[src/rtl/multadd_seq.sv]
// rtl/multadd_seq.sv - sequential shift-add multiply-add, y = ((x1*x2) >> FRAC) + x3
module multadd_seq #(
  parameter int WIDTH    = 10,
  parameter int FRAC     = 0,
  parameter int SATURATE = 1
) (
  input  logic             clk,
  input  logic             reset_n,
  input  logic             start,
  input  logic [WIDTH-1:0] x1,
  input  logic [WIDTH-1:0] x2,
  input  logic [WIDTH-1:0] x3,
  output logic             busy,
  output logic             done,
  output logic [WIDTH-1:0] y,
  output logic             ovf
);
  localparam int AW = 2 * WIDTH;
  localparam int CW = $clog2(WIDTH + 1);

  typedef enum logic [1:0] {IDLE, MULT, ADD, DONE} state_t;

  state_t           state_q, state_d;
  logic [AW-1:0]    acc_q, acc_d;
  logic [AW-1:0]    mcand_q, mcand_d;
  logic [WIDTH-1:0] mplier_q, mplier_d;
  logic [WIDTH-1:0] x3_q, x3_d;
  logic [WIDTH-1:0] y_q, y_d;
  logic [CW-1:0]    cnt_q, cnt_d;
  logic             busy_q, busy_d;
  logic             done_q, done_d;
  logic             ovf_q, ovf_d;
  logic [AW:0]      sum;

  always_comb begin
    state_d  = state_q;
    acc_d    = acc_q;
    mcand_d  = mcand_q;
    mplier_d = mplier_q;
    x3_d     = x3_q;
    y_d      = y_q;
    ovf_d    = ovf_q;
    cnt_d    = cnt_q;
    // One extra bit so the carry out of the add is visible for overflow detection
    sum = {1'b0, (acc_q >> FRAC)} + {{(WIDTH + 1){1'b0}}, x3_q};

    case (state_q)
      IDLE, DONE: begin
        if (start) begin
          mcand_d  = {{WIDTH{1'b0}}, x1};
          mplier_d = x2;
          x3_d     = x3;
          acc_d    = '0;
          cnt_d    = '0;
          state_d  = MULT;
        end else begin
          state_d  = IDLE;
        end
      end
      MULT: begin
        if (mplier_q[0]) acc_d = acc_q + mcand_q;
        mcand_d  = mcand_q << 1;
        mplier_d = mplier_q >> 1;
        cnt_d    = cnt_q + CW'(1);
        if (cnt_q == CW'(WIDTH - 1)) state_d = ADD;
      end
      ADD: begin
        ovf_d   = |sum[AW:WIDTH];
        y_d     = (ovf_d && (SATURATE != 0)) ? {WIDTH{1'b1}} : sum[WIDTH-1:0];
        state_d = DONE;
      end
      default: state_d = IDLE;
    endcase

    busy_d = (state_d == MULT) || (state_d == ADD);
    done_d = (state_d == DONE);
  end

  always_ff @(posedge clk or negedge reset_n) begin
    if (!reset_n) begin
      state_q  <= IDLE;
      acc_q    <= '0;
      mcand_q  <= '0;
      mplier_q <= '0;
      x3_q     <= '0;
      y_q      <= '0;
      ovf_q    <= 1'b0;
      cnt_q    <= '0;
      busy_q   <= 1'b0;
      done_q   <= 1'b0;
    end else begin
      state_q  <= state_d;
      acc_q    <= acc_d;
      mcand_q  <= mcand_d;
      mplier_q <= mplier_d;
      x3_q     <= x3_d;
      y_q      <= y_d;
      ovf_q    <= ovf_d;
      cnt_q    <= cnt_d;
      busy_q   <= busy_d;
      done_q   <= done_d;
    end
  end

  assign busy = busy_q;
  assign done = done_q;
  assign y    = y_q;
  assign ovf  = ovf_q;
endmodule

[config.mk]
export PLATFORM = sky130hd
export DESIGN_NAME = multadd_seq
export DESIGN_NICKNAME = d
export VERILOG_FILES = /design/src/rtl/multadd_seq.sv
export SDC_FILE = /design/constraint.sdc
export NUM_CORES = 1
export LEC_CHECK = 0
export CAP_MARGIN = 20
export CORE_UTILIZATION = 52
export DETAILED_ROUTE_END_ITERATION = 7
export GPL_TIMING_DRIVEN = 0
export PLACE_DENSITY = 0.83
export SYNTH_ARGS = -nofsm -noshare
export SYNTH_HDL_FRONTEND = slang
export SYNTH_SLANG_ARGS = --single-unit
[constraint.sdc]
create_clock -name clk -period 2.8 [get_ports clk]
set_input_delay 0.7 -clock clk [delete_from_list [all_inputs] [get_ports clk]]
set_output_delay 0.7 -clock clk [all_outputs]
set_load 0.02 [all_outputs]
; ---- After elaboration in Yosys (flattened, before gate mapping)
; Index checks and enable logic that the tools add are counted.
[op_classes]
n_addsub = 3
eq_ne = 9
n_mux = 13
n_reduce_logical = 8
[ops]
columns = op, count
row1 = case mux 20 bit (2 select lines), 2
row2 = 2-to-1 mux 20 bit, 3
row3 = adder 20 x 10 -> 21 bit, 1
row4 = adder 20 bit, 1
row5 = 2-to-1 mux 10 bit, 2
row6 = case mux 10 bit (2 select lines), 1
row7 = OR reduction 11 bit, 1
row8 = equality test 2 bit (second input constant), 4
row9 = case mux 4 bit (2 select lines), 1
row10 = case mux 2 bit (3 select lines), 1
row11 = adder 4 x 1 -> 4 bit (second input constant), 1
row12 = equality test 2 x 1 -> 1 bit (second input constant), 2
row13 = equality test 4 bit (second input constant), 1
row14 = 2-to-1 mux 4 bit, 1
row15 = != test 2 bit (second input constant), 2
row16 = AND reduction 2 bit, 2
row17 = AND reduction 3 bit, 1
row18 = zero test 2 bit, 1
row19 = 2-to-1 mux 2 bit, 1
row20 = nonzero test 2 bit, 1
row21 = OR reduction 2 bit, 1
row22 = logical OR 1 bit, 1
row23 = 2-to-1 mux 1 bit, 1
[totals]
regBits = 79
in_bits = 33
output_inout_bits = 13

; ---- Logic depth before layout (Yosys ltp)
; Gate-level depths: netlist of run 1.
[logic_depth]
word_depth = 5
mapped_depth = 12
depth_no_buf = 11

; ---- Worst setup path after synthesis of run 1
; No wires, ideal clock.
[synth_path]
kind = register to register
start = register acc_q[0]
end = register acc_q[18]
setup_ns = 0.121
t_arrival_ns = 2.513
t_required_ns = 2.679
slack_ns = 0.166
stages_incl_launch_ff = 11
n_path_buf = 0
period_less_slack_ns = 2.634
cell_sequence = dfrtp_1 ha_1 fa_1 a21o_1 a21oi_1 o21a_1 o31ai_2 a2111oi_0 o31ai_1 xor2_1 a22o_1
[synth_between]
elab_chain_cells = 3
[synth_lines]
columns = element, line
row1 = "start, declared", 24  ; logic [AW-1:0] acc_q, acc_d;
row2 = "start signal, assigned", 82  ; acc_q <= '0;
row3 = "start signal, assigned", 93  ; acc_q <= acc_d;
row4 = adder 20 bit, 61  ; if (mplier_q[0]) acc_d = acc_q + mcand_q;
row5 = 2-to-1 mux 20 bit, 61
row6 = case mux 20 bit (2 select lines), 47  ; case (state_q)
; Every way passes these cells. The select of a mux whose other input is x is not followed.
; A chain may end at the register's enable or synchronous reset.

; ---- Final worst setup path of run 1
; Ends and elaborated chain as after synthesis.

==> impl_metrics.env, run 1 <==
export IMPL_yosys_area_top_type="dfrtp_1"
export IMPL_grt_max_degree=68
export IMPL_place_congestion=0.841
export IMPL_path_clk_slew_ns=0.09
export IMPL_postLayoutCellArea_um2=5590
export IMPL_stdcell_count=655
export IMPL_synthDistinctLibCells=53
export IMPL_fin_ws_ns=0.0946
export IMPL_dpl_worst_slack_ns=-0.106
export IMPL_drc=0
export IMPL_setup_tns_ns=0
export IMPL_port_buffers=45
export IMPL_via_per_inst=6.06
export IMPL_synth_edf_count=0
export IMPL_synth_most_common_cell="dfrtp_1"
export IMPL_worstHoldPathType="in -> async"
export IMPL_final_nets=612
export IMPL_drt_iter0_drc=174
export IMPL_syn2layout_area_growth_pct=18.4
export IMPL_grt_total_usage_pct=23.5
export IMPL_drv_cap=0
export IMPL_cp_top_family="compound AO/OA/AOI/OAI gates"
export IMPL_run_status="completed"
export IMPL_drive_above_1_share_pct=10.6
export IMPL_cts_sinks=79
export IMPL_cts_tree="yes"
export IMPL_wire_per_inst_um=16.2
export IMPL_path_cells="ha_2, fa_2, a21o_1, a21oi_2, o21a_1, o31ai_2, a2111oi_2, o31ai_1, xor2_1, a22o_1"
export IMPL_clock_fmax_mhz=370
export IMPL_p_per_area_nw_per_um2=978
export IMPL_start_util_pct=53.9
export IMPL_worst_slew_pin_slew_ns=0.680
export IMPL_async_flop_share_pct=100
export IMPL_cts_hold_repair_buffers=0
export IMPL_die_w_um=97.3
export IMPL_h_tree_depth=3
export IMPL_finalCritPeriodShare_pct=96.6
export IMPL_dr_pass1_iters=5
export IMPL_hold_viol=0
export IMPL_wirelength_mm=10.6
export IMPL_critPathBufInv=0
export IMPL_dpl_cell_area_um2=5330
export IMPL_yosys_most_used_dff="dfrtp_1"
export IMPL_rsz0062_at_grt="true"
export IMPL_syn_area_per_cell_um2=9.81
export IMPL_worst_ep_required_time_ns=3.04
export IMPL_ir_worst_vdd_v=0.000500
export IMPL_synthTopCellsByCount="dfrtp_1 (79), nand2_1 (57), o21ai_0 (36)"
export IMPL_syn_inst=481
export IMPL_grt_pass1_vias=3844
export IMPL_synthTopCellsByArea="dfrtp_1 (42%), ha_1 (9.0%), nand2_1 (4.5%), mux2i_1 (4.5%), o21ai_0 (3.8%)"
export IMPL_die_area_um2=9460
export IMPL_numCtsBuffers=9
export IMPL_core_area_um2=8760
export IMPL_synth_top_area_share_pct=41.9
export IMPL_vias=3971
export IMPL_ff_latch_area_um2=1980
export IMPL_worst_path_max_delay_cell="dfrtp_1"
export IMPL_end_kind="register"
export IMPL_max_slew_margin_rel_pct=54.7
export IMPL_seq_area_frac_synth_pct=41.9
export IMPL_antennaDiodeCount=0
export IMPL_cp_max_fo=3
export IMPL_antenna_found_initial=0
export IMPL_path_class="reg -> reg"
export IMPL_multi_input_area_um2=2630
export IMPL_drv_slew=0
export IMPL_dp_hpwl_mm=7.76
export IMPL_cts_root_buffer="clkbuf_8"
export IMPL_slowest_delay_ns=0.42
export IMPL_synth_area_um2=4720
export IMPL_utilization_pct=63.8
export IMPL_clk_latency_ns=0.35
export IMPL_synth_seq_cells=79
export IMPL_io_pins=46
export IMPL_fin_skew_ns=0.0110
export IMPL_synthesis_nets=550
export IMPL_fin_crit_ns=2.71
export IMPL_setup_viol=0
export IMPL_worstPathArrival_ns=2.95
export IMPL_ctsLongestPathBuffers=2
export IMPL_yosys_warnings=0
export IMPL_fill_cells=694
export IMPL_die_h_um=97.3
export IMPL_dp_cells=635
export IMPL_startpoint_type="register"
export IMPL_std_cell_rows=34
export IMPL_final_antenna_net_count=0
export IMPL_grt_overflow=0
export IMPL_leakagePower_nw=2.54
export IMPL_grt_pass1_wl_mm=18.0
==> per-stage QoR <==
step / hold WS (ns) / power, W
floorplan: 0.404 / 0.00377
global route: 0.186 / 0.00588
finish: 0.182 / 0.00547
CTS: 0.181 / 0.00542
detailed placement: 0.471 / 0.00455
global placement: 0.460 / 0.00440
==> worst register-to-register path: stages, from the launching register on <==
cell,delay [ns]
dfrtp_1,0.42
ha_2,0.22
fa_2,0.36
a21o_1,0.19
a21oi_2,0.20
o21a_1,0.20
o31ai_2,0.14
a2111oi_2,0.38
o31ai_1,0.13
xor2_1,0.15
a22o_1,0.21
==> flip-flops by register name (all words and copies together) (netlist names), 2 cells and up <==
| signal | count |
|---|---|
| x3_q | 10 |
| cnt_q | 4 |
| y | 10 |
| acc_q | 20 |
| mplier_q | 10 |
| state_q | 2 |
| mcand_q | 20 |
==> logic make-up after synthesis <==
| kind of cell | synth area share, % |
|---|---|
| mux | 6.84 |
| simple gates | 13.0 |
| flops | 41.9 |
| buf+inv | 3.13 |
| xor+xnor | 4.82 |
| compound gates | 20.5 |
| fa+ha+maj | 9.86 |
==> cells in the final DEF, fill, tap and decap left out, drive strengths merged, types with 2 or more instances in the layout <==
master	n
nor2	23
fa	2
or3	3
nand2	57
buf	11
o21a	5
o21ai	38
mux2i	21
o31ai	7
nor2b	5
nor3	8
and3	7
clkdlybuf4s50	44
a31oi	2
clkinvlp	2
dfrtp	79
mux2	10
a311oi	2
nand3	18
clkbuf	23
nand3b	4
or2	3
xor2	10
ha	34
o22ai	2
o21bai	5
a211oi	6
o2111ai	2
o211ai	4
a2111oi	3
inv	21
a22o	16
o22a	2
xnor2	16
a21oi	33
a21o	8
==> report_power, final <==
| part | internal, W | switching, W |
|---|---|---|
| logic | 0.00119 | 0.00155 |
| clock network | 0.000409 | 0.000420 |
| registers | 0.00155 | 0.000352 |
| total | 0.00315 | 0.00232 |
==> what timing repair did <==
| action | 4_1_cts | 5_1_grt |
|---|---|---|
| resized for setup | 3 | 9 |
| hold endpoints to repair | 0 | 0 |
| endpoints found under the setup margin | 1 | 9 |
| setup buffers | 2 | 3 |
| pin swaps | 2 | 6 |
==> worst paths after layout <==
kind	startpoint	to	slack [ns]	depth (start not counted)
max	acc_q[0]	acc_q[18]	0.09	10
min	reset_n	x3_q[3]	0.18	1
max reg2reg	acc_q[0]	acc_q[18]	0.09	10
min reg2reg	mplier_q[1]	mplier_q[1]	0.49	2
max in group asynchronous	reset_n	acc_q[12]	2.01	2
min in group clk	mplier_q[1]	mplier_q[1]	0.49	2
==> layer usage <==
layer | track usage (%) | wire [um] | up-vias
met4 | 9.84 | 236 | 0
li1 | - | - | 1871
met1 | 30.4 | 4660 | 1935
met2 | 39.6 | 5180 | 139
met5 | 0 | 0 | -
met3 | 3.45 | 529 | 26
==> final cells by class <==
class / count / share of cell area (%)
flip-flops and latches: 79 / 35.4
well taps: 108 / 2.42
repair buffers: 51 / 9.18
inverters: 20 / 1.34
plain buffers: 17 / 1.30
clock buffers: 10 / 2.28
clock inverters: 5 / 1.05
multi-input cells: 365 / 47.0
Power figures use the tool's default switching activity.
==> run 2, diff against run 1 <==
--- a/config.mk
+++ b/config.mk
@@ -5,8 +5,10 @@
 export SDC_FILE = /design/constraint.sdc
 export NUM_CORES = 1
 export LEC_CHECK = 0
+export ABC_AREA = 1
+export ABC_CLOCK_PERIOD_IN_PS = 2800
 export CAP_MARGIN = 20
-export CORE_UTILIZATION = 52
+export CORE_UTILIZATION = 53
 export DETAILED_ROUTE_END_ITERATION = 7
 export GPL_TIMING_DRIVEN = 0
 export PLACE_DENSITY = 0.83
==> run 2 against run 1 <==
Total power is 20% lower. Final area grew 9.4%. Clock power increased by 25%. Hold slack better by 0.030 ns. Largest power group unchanged.
==> impl_metrics.env, run 2 <==
export IMPL_fill_cells=798
export IMPL_worstHoldPathType="in -> async"
export IMPL_cts_hold_repair_buffers=0
export IMPL_dr_pass1_iters=5
export IMPL_p_sw_w=0.00177
export IMPL_grt_total_usage_pct=26.4
export IMPL_p_comb_share_pct=39.9
export IMPL_cts_resized=0
export IMPL_cts_root_buffer="clkbuf_8"
export IMPL_syn2layout_area_growth_pct=16.8
export IMPL_grt_pass1_vias=4678
export IMPL_leakagePower_nw=3.05
export IMPL_pwr_share_clk_pct=23.8
export IMPL_synthTopCellsByArea="dfrtp_1 (38%), nand2_1 (15%), ha_1 (8.1%), inv_1 (6.7%), nor2_1 (4.0%)"
export IMPL_worst_slew_pin_slew_ns=0.515
export IMPL_core_area_um2=9420
export IMPL_path_clk_slew_ns=0.09
export IMPL_drv_slew=0
export IMPL_pwr_share_seq_pct=36.3
export IMPL_cts_setup_buffers=0
export IMPL_synthTopCellsByCount="nand2_1 (206), inv_1 (93), dfrtp_1 (79)"
export IMPL_path_class="reg -> reg"
export IMPL_synth_area_um2=5240
export IMPL_yosys_warnings=0
export IMPL_clk_latency_ns=0.35
export IMPL_io_pins=46
export IMPL_worst_ep_required_time_ns=3.05
export IMPL_drv_cap=0
export IMPL_die_w_um=101
export IMPL_rsz0062_at_grt="false"
export IMPL_setup_tns_ns=0
export IMPL_p_int_w=0.00260
export IMPL_grt_pass1_wl_mm=21.1
export IMPL_std_cell_rows=35
export IMPL_startpoint_type="register"
export IMPL_top_regs="acc_q x20, mcand_q x20"
export IMPL_seq_area_frac_synth_pct=37.7
export IMPL_die_area_um2=10300
export IMPL_synth_top_area_share_pct=37.7
export IMPL_finalCritPeriodShare_pct=89.8
export IMPL_cts_sinks=79
export IMPL_synth_most_common_cell="nand2_1"
export IMPL_synth_seq_cells=79
export IMPL_drive_above_1_share_pct=6.17
export IMPL_wire_per_inst_um=14.1
export IMPL_yosys_most_used_dff="dfrtp_1"
export IMPL_layout_commonest_cell="nand2_1"
export IMPL_stdcell_count=907
export IMPL_h_tree_depth=3
export IMPL_syn_area_per_cell_um2=7.31
export IMPL_numCtsBuffers=9
export IMPL_dp_cells=891
export IMPL_fin_skew_ns=0.0151
export IMPL_clock_fmax_mhz=398
export IMPL_via_per_inst=5.36
export IMPL_wirelength_mm=12.8
export IMPL_cp_max_fo=9
export IMPL_yosys_area_top_type="dfrtp_1"
export IMPL_synth_edf_count=0
export IMPL_multi_input_area_um2=2840
export IMPL_synthesis_nets=785
export IMPL_p_sw_share_pct=40.4
export IMPL_vias=4863
export IMPL_grt_max_degree=62
export IMPL_worstPathArrival_ns=2.77
export IMPL_place_congestion=0.907
export IMPL_antennaDiodeCount=0
export IMPL_cts_tree="yes"
export IMPL_max_slew_margin_rel_pct=65.7
export IMPL_final_nets=842
export IMPL_end_kind="register"
export IMPL_start_util_pct=55.6
export IMPL_hold_viol=0
export IMPL_ir_worst_vdd_v=0.000371
export IMPL_port_buffers=45
export IMPL_p_per_area_nw_per_um2=714
export IMPL_layout_common_cells="nand2_1 (206), inv_1 (93), dfrtp_1 (79)"
export IMPL_fin_crit_ns=2.51
export IMPL_grt_overflow=0
export IMPL_ctsLongestPathBuffers=2
export IMPL_syn_inst=716
export IMPL_power_w=0.00437
export IMPL_final_antenna_net_count=0
export IMPL_ff_latch_area_um2=1980
export IMPL_setup_viol=0
export IMPL_antenna_found_initial=0
export IMPL_die_h_um=101
export IMPL_drt_iter0_drc=241
export IMPL_drc=0
export IMPL_async_flop_share_pct=100
export IMPL_dp_hpwl_mm=10.2
export IMPL_run_status="completed"
export IMPL_synthDistinctLibCells=44
-- run 2: cell types whose count changed after synthesis, moves of 6 or more --
cell,before,now
o22ai_1,2,13
nand3_1,18,41
nand4_1,1,8
nor2_1,23,56
o211ai_1,3,9
xnor2_1,16,2
mux2i_1,21,1
a22o_1,16,2
nand2_1,57,206
mux2_2,10,0
inv_1,20,93
a31oi_1,2,10
-- run 2: worst paths after layout --
check                            to  depth (start not counted)  slack (ns)  startpoint
setup / recovery               y[9]                         15        0.29    acc_q[0]
min in group clk                ovf                          2        0.50         ovf
hold / removal                 y[3]                          1        0.21     reset_n
setup reg to reg               y[9]                         15        0.29    acc_q[0]
hold reg to reg                 ovf                          2        0.50         ovf
max in group asynchronous  acc_q[3]                          2        2.02     reset_n
-- run 2: metrics by stage --
step / hold WS, ns / instance area [um2] / setup WS [ns] / utilization (%)
after floorplan: 0.404 / 5240 / 0.746 / -
after global placement: 0.471 / 5850 / -1.66 / 62.1
after detailed placement: 0.480 / 5870 / 0.166 / 62.4
after CTS: 0.217 / 6120 / 0.284 / 65.0
after global routing: 0.218 / 6120 / 0.116 / 65.0
final: 0.212 / 6120 / 0.285 / 65.0
-- run 2: per-layer routing --
metal	track usage, %	wire length [um]	up-vias
met3	4.55	523	27
met1	33.3	5780	2225
met2	45.5	6110	139
met5	0	0	-
li1	-	-	2472
met4	9.59	333	0
-- run 2: power by group through the flow --
stage          sequential [W]  clock (W)  combinational [W]
2_1_floorplan         0.00154          0            0.00127
3_3_place_gp          0.00159          0            0.00166
3_5_place_dp          0.00160          0            0.00172
4_1_cts               0.00158    0.00105            0.00173
5_1_grt               0.00161    0.00110            0.00197
6_report              0.00158    0.00104            0.00174
-- run 2: logic make-up after synthesis --
group / after synthesis / share of synthesized area, %
AO/OA/AOI/OAI: 131 / 14.9
flip-flops: 79 / 37.7
AND/OR/NAND/NOR: 346 / 28.4
adder cells (fa/ha/maj): 36 / 8.89
XOR/XNOR: 11 / 1.84
buffers and inverters: 112 / 8.05
multiplexers: 1 / 0.191
-- run 2: critical path, stage by stage, from the launching register on --
cell     delay, ns
dfrtp_1       0.42
ha_1          0.22
inv_1         0.06
fa_1          0.40
inv_1         0.13
nand2_1       0.07
nand3_1       0.16
nand2_1       0.10
nand3_1       0.09
nand2_1       0.06
nor2_1        0.11
nand2_1       0.10
nor2_4        0.24
nand3_1       0.12
nand2_1       0.09
inv_1         0.04
-- run 2: final cells by class --
class                      count  area share [%]
sequential                    79            32.3
inverter                      98            6.01
multi-input combinational    525            46.4
clock inverter                 6            1.88
tap                          129            2.64
timing repair buffer          46            7.77
buffer                        14           0.880
clock buffer                  10            2.09
==> run 3, diff against run 2 <==
--- a/config.mk
+++ b/config.mk
@@ -9,6 +9,7 @@
 export ABC_CLOCK_PERIOD_IN_PS = 2800
 export CAP_MARGIN = 20
 export CORE_UTILIZATION = 53
+export CTS_CLUSTER_DIAMETER = 150
 export DETAILED_ROUTE_END_ITERATION = 7
 export GPL_TIMING_DRIVEN = 0
 export PLACE_DENSITY = 0.83
==> results of run 3 <==
Final layout, timing and power as in run 2 (identical DEF).
